**src/rtl/sdram_aref_sched.sv**
```systemverilog
// SDRAM auto-refresh scheduler: tracks owed refreshes against the refresh interval and, once
// granted the bus, issues an optional PRECHARGE-ALL followed by a spaced AUTO REFRESH burst.
module sdram_aref_sched #(
  parameter int unsigned T_REFI    = 1500,
  parameter int unsigned T_RP      = 2,
  parameter int unsigned T_RFC     = 7,
  parameter int unsigned MAX_DEBT  = 8,
  parameter int unsigned URGENT_TH = 6,
  parameter int unsigned MAX_BURST = 4,
  parameter bit          PRE_EN    = 1'b1,
  parameter int unsigned ADDR_W    = 13
) (
  input  logic              sclk,
  input  logic              s_rst,
  input  logic              flag_init_end,
  input  logic              ref_en,
  output logic              ref_req,
  output logic              ref_urgent,
  output logic              flag_ref_end,
  output logic              ref_busy,
  output logic [3:0]        ref_debt,
  output logic              ref_overflow,
  output logic [3:0]        aref_cmd,
  output logic [ADDR_W-1:0] sdram_addr
);

  localparam int unsigned CntW    = (T_REFI > 1) ? $clog2(T_REFI) : 1;
  localparam int unsigned WaitMax = (T_RFC > T_RP) ? T_RFC : T_RP;
  localparam int unsigned WaitW   = $clog2(WaitMax + 1);
  localparam int unsigned RpLoad  = (T_RP > 1) ? T_RP - 2 : 0;
  localparam int unsigned RfcLoad = T_RFC - 2;

  localparam logic [3:0] CmdNop  = 4'b0111;
  localparam logic [3:0] CmdPre  = 4'b0010;
  localparam logic [3:0] CmdAref = 4'b0001;

  typedef enum logic [2:0] {
    StIdle,
    StPre,
    StWaitRp,
    StAref,
    StWaitRfc,
    StDone
  } state_e;

  state_e           state_q;
  logic [CntW-1:0]  cnt_q, cnt_d;
  logic [3:0]       debt_q, debt_d;
  logic             ovf_q, ovf_d;
  logic [3:0]       burst_q;
  logic [3:0]       burst_init;
  logic [WaitW-1:0] wait_q;
  logic [3:0]       cmd_q;
  logic             done_q;
  logic             tick;
  logic             aref_now;
  logic             req;
  logic             grant;

  always_comb begin
    tick     = flag_init_end && (cnt_q == CntW'(T_REFI - 1));
    aref_now = (state_q == StAref);

    cnt_d = cnt_q;
    if (flag_init_end) begin
      cnt_d = tick ? '0 : cnt_q + 1'b1;
    end

    // A tick landing on an AREF cycle cancels out and leaves the debt untouched.
    debt_d = debt_q;
    ovf_d  = ovf_q;
    if (tick && !aref_now) begin
      if (debt_q == 4'(MAX_DEBT)) begin
        ovf_d = 1'b1;
      end else begin
        debt_d = debt_q + 1'b1;
      end
    end else if (!tick && aref_now) begin
      debt_d = debt_q - 1'b1;
    end

    req        = (state_q == StIdle) && (debt_q != 4'd0) && !done_q;
    grant      = req && ref_en;
    burst_init = (debt_q > 4'(MAX_BURST)) ? 4'(MAX_BURST) : debt_q;
  end

  always_ff @(posedge sclk or posedge s_rst) begin
    if (s_rst) begin
      cnt_q  <= '0;
      debt_q <= 4'd0;
      ovf_q  <= 1'b0;
    end else begin
      cnt_q  <= cnt_d;
      debt_q <= debt_d;
      ovf_q  <= ovf_d;
    end
  end

  // Command and done pulse are registered alongside the state so they change on the same edge.
  always_ff @(posedge sclk or posedge s_rst) begin
    if (s_rst) begin
      state_q <= StIdle;
      burst_q <= 4'd0;
      wait_q  <= '0;
      cmd_q   <= CmdNop;
      done_q  <= 1'b0;
    end else begin
      cmd_q  <= CmdNop;
      done_q <= 1'b0;
      unique case (state_q)
        StIdle: begin
          if (grant) begin
            burst_q <= burst_init;
            if (PRE_EN) begin
              state_q <= StPre;
              cmd_q   <= CmdPre;
            end else begin
              state_q <= StAref;
              cmd_q   <= CmdAref;
            end
          end
        end
        StPre: begin
          if (T_RP == 1) begin
            state_q <= StAref;
            cmd_q   <= CmdAref;
          end else begin
            state_q <= StWaitRp;
            wait_q  <= WaitW'(RpLoad);
          end
        end
        StWaitRp: begin
          if (wait_q == '0) begin
            state_q <= StAref;
            cmd_q   <= CmdAref;
          end else begin
            wait_q <= wait_q - 1'b1;
          end
        end
        StAref: begin
          burst_q <= burst_q - 1'b1;
          state_q <= StWaitRfc;
          wait_q  <= WaitW'(RfcLoad);
        end
        StWaitRfc: begin
          if (wait_q == '0) begin
            if (burst_q != 4'd0) begin
              state_q <= StAref;
              cmd_q   <= CmdAref;
            end else begin
              state_q <= StDone;
              done_q  <= 1'b1;
            end
          end else begin
            wait_q <= wait_q - 1'b1;
          end
        end
        StDone: begin
          state_q <= StIdle;
        end
        default: begin
          state_q <= StIdle;
        end
      endcase
    end
  end

  assign ref_req      = req;
  assign ref_urgent   = (debt_q >= 4'(URGENT_TH));
  assign flag_ref_end = done_q;
  assign ref_busy     = (state_q != StIdle);
  assign ref_debt     = debt_q;
  assign ref_overflow = ovf_q;
  assign aref_cmd     = cmd_q;
  assign sdram_addr   = ADDR_W'(11'h400);

endmodule

```
**config.mk**
```make
export PLATFORM = sky130hd
export DESIGN_NAME = sdram_aref_sched
export DESIGN_NICKNAME = d
export VERILOG_FILES = /design/src/rtl/sdram_aref_sched.sv
export SDC_FILE = /design/constraint.sdc
export NUM_CORES = 1
export LEC_CHECK = 0
export CAP_MARGIN = 20
export CORE_ASPECT_RATIO = 0.8
export CORE_MARGIN = 5
export CORE_UTILIZATION = 53
export DETAILED_ROUTE_END_ITERATION = 8
export PLACE_DENSITY_LB_ADDON = 0.1
export SETUP_SLACK_MARGIN = 0.4
export SLEW_MARGIN = 30
export SYNTH_ARGS = -nofsm -noshare
export SYNTH_HDL_FRONTEND = slang
export SYNTH_SLANG_ARGS = --single-unit
```
**constraint.sdc**
```tcl
create_clock -name sclk -period 2.84 [get_ports sclk]
set_clock_uncertainty 0.1 [all_clocks]
set_input_delay 0.284 -clock sclk [delete_from_list [all_inputs] [get_ports sclk]]
set_output_delay 0.284 -clock sclk [all_outputs]
set_load 0.005 [all_outputs]
```
==> run metrics <==
Internal=1.26 mW; Die Width=74.6 um; Synth area leaders=dfrtp_1, buf_4, dfstp_2; Hold Path Class=in -> async; met3 usage in global routing=0.0643; initial antenna violation count=0; Finished Cell Area=0.00203 mm2; # setup viols final=0; Layout area overhead=14.7%; Synth Warn #=0; Synth Area in Compound Gates=0.124; average routed wire per standard cell=14.5 um; CP endpoint kind=flip-flop; critical path arrival=2.41 ns; final critical-path share of the clock period=0.827; Vias/cell=5.56; RSZ-0062 raised after global routing=yes; Sink Count=30; #FFs+latches synth=30; Overall Power=2.08 mW; setup TNS=0 ns; switching portion of total power=0.396; post-synthesis sequential area ratio=0.426; Post-CTS Hold Buffers=0; most common cell in the netlist=dfrtp_1; antenna viol nets, final=0; first-pass GRT wire length=6.09 mm; Yosys cell types=46; static leakage=0.885 nW; final RePlAce weighted congestion=0.869; most used routing layer=met2; grt ovf=0; fraction of layout cells with a size suffix above 1=0.140; Req. time, crit path=2.91 ns; number of remaining DRC errors=0; Slew Limit Fails=0; Syn Inst Count=187; final worst slack=0.492 ns; starting density of the core=0.562; synthesized area per cell=9.47 um2; NetSw=0.825 mW; Overall Global Routing Usage=0.178; Post-synth ARST share=1.00; proportion of power drawn by the clock network=0.159; crit path launch type=flip-flop; most frequent cells after synthesis=dfrtp_1, nor2_1, buf_4; share of the synthesized area in the top cell type=0.382; status=finished, final reports clean; wirelength, routed=3.59 mm; mux share of post-synthesis cell area=0.0360; Final Critical Period=2.35 ns; Synth Area in Simple Gates=0.201; CTS Buf Count=5; DRT Pass-1 Iters=4; Detailed Route Iter0 Violations=75; CTS HTree Levels=2; sequential share of power=0.399; Die Y=61.7 um; fill count=245; largest family of logic cells by synthesized area=simple AND/OR/NAND/NOR gates; core area=0.00315 mm2; Post-synth EDFFs=0; dominant cell type by area after synthesis=dfrtp_1; Post-Synth XOR/XNOR Area=0.0594; Final #Nets=217; CTS max path bufs=2; hpwl dp=2.63 mm; Max Clock Freq=426 MHz; Mapped Area=0.00177 mm2; Root Buffer=clkbuf_8; Logic pwr share=0.442; routing usage on met1=0.248; CTS clk-pin slew, worst paths=0.07 ns; Hold Vio Cnt, Final=0; Post-DP Area=0.00193 mm2; worst r2r path cells=8; pre-CTS setup slack=0.273 ns; final core utilization=0.644; vias post-DR=1373; number of global-route vias before repair=1317; CTS tree=yes; Least-Margin Pin Slew=0.684 ns; Post-Synth Adder-Cell Area=0.0537; # rows=18; die area=0.00460 mm2; Worst VDD drop=0.605 mV; latest clock arrival within the worst-skew pair=0.29 ns; ANT cells=0; max cap viols=0; relative slew slack=0.537; Setup CP Type=reg -> reg; largest net degree at the start of global routing=31; IO Port Bufs=15; CP Max Fanout=3; I/O pin cnt=30; Synth Flop Type=dfrtp_1; Pwr Density=1030 mW/mm2; met2 Use GR=0.262
-- sequential cells by signal, indices dropped and copies added (netlist names) --
name	count
state_q	3
flag_ref_end	1
wait_q	3
burst_q	4
aref_cmd	3
cnt_q	11
ref_overflow	1
ref_debt	4
-- repair_timing --
item / in CTS / in global routing
endpoints found under the setup margin: 0 / 4
gates resized for setup: 0 / 5
buffers inserted: 0 / 1
-- cells in the final DEF (no fill, tap or decap), drive strengths merged, types with 2 or more instances in the layout --
cell	count
a21o	4
a21oi	7
and3	3
buf	4
clkbuf	6
clkdlybuf4s50	15
clkinv	2
conb	14
dfrtp	27
dfstp	3
ha	6
inv	12
mux2	3
mux2i	3
nand2	12
nand2b	2
nand3	5
nand4	4
nor2	15
nor2b	4
nor3	9
o21ai	9
o22ai	3
or3	4
xnor2	7
xor2	5
-- per-stage QoR --
stage	cells	hold slack, ns
2_1_floorplan	199	0.273
3_3_place_gp	238	0.371
3_5_place_dp	238	0.383
4_1_cts	246	0.289
5_1_grt	247	0.353
6_report	247	0.275
-- worst max-delay path, stage by stage, from the launching register on --
cell      delay, ns
dfrtp_1        0.42
or4b_4         0.56
nor3_4         0.15
nand2_2        0.12
ha_4           0.30
nand3_1        0.11
a211oi_2       0.22
mux2i_1        0.11
xnor2_1        0.13
-- power by group through the flow --
stage	clock network, mW	logic [mW]	registers (mW)
finish	0.331	0.921	0.832
global route	0.359	1.02	0.864
CTS	0.332	0.884	0.828
detailed placement	0	0.880	0.834
global placement	0	0.844	0.818
floorplan	0	0.661	0.741
-- kinds of logic (layout without fill, tap and decap cells) --
family,after synthesis,count (layout)
compound gates,34,34
xor+xnor,12,12
fa+ha+maj,7,7
buf+inv,31,39
flops,30,30
mux,6,6
other cells,2,14
simple gates,65,65
-- area by class of cell --
type | instances | area, um2 | area share
Clock inverter | 2 | 10.0 | 0.00493
Sequential cell | 30 | 758 | 0.373
Multi-Input combinational cell | 138 | 915 | 0.450
Timing Repair Buffer | 19 | 180 | 0.0887
Tap cell | 40 | 50.0 | 0.0246
Inverter | 12 | 45.0 | 0.0222
Clock buffer | 6 | 72.6 | 0.0357
-- metal layers --
metal / share of wire / vias to the layer above
met2: 0.43 / 51
met5: 0 / -
met4: 0.011 / 0
met3: 0.065 / 4
li1: - / 659
met1: 0.50 / 659
-- path summary, 6_finish.rpt --
kind / from / to / slack, ns
worst max register to register: cnt_q[9] / ref_debt[3] / 0.49
min in group sclk: ref_overflow / ref_overflow / 0.40
worst min-delay path: s_rst / cnt_q[6] / 0.28
worst min register to register: ref_overflow / ref_overflow / 0.40
max in group asynchronous: s_rst / aref_cmd[0] / 2.05
worst max-delay path: cnt_q[9] / ref_debt[3] / 0.49
Note: power is estimated with default switching activity, not from simulation.
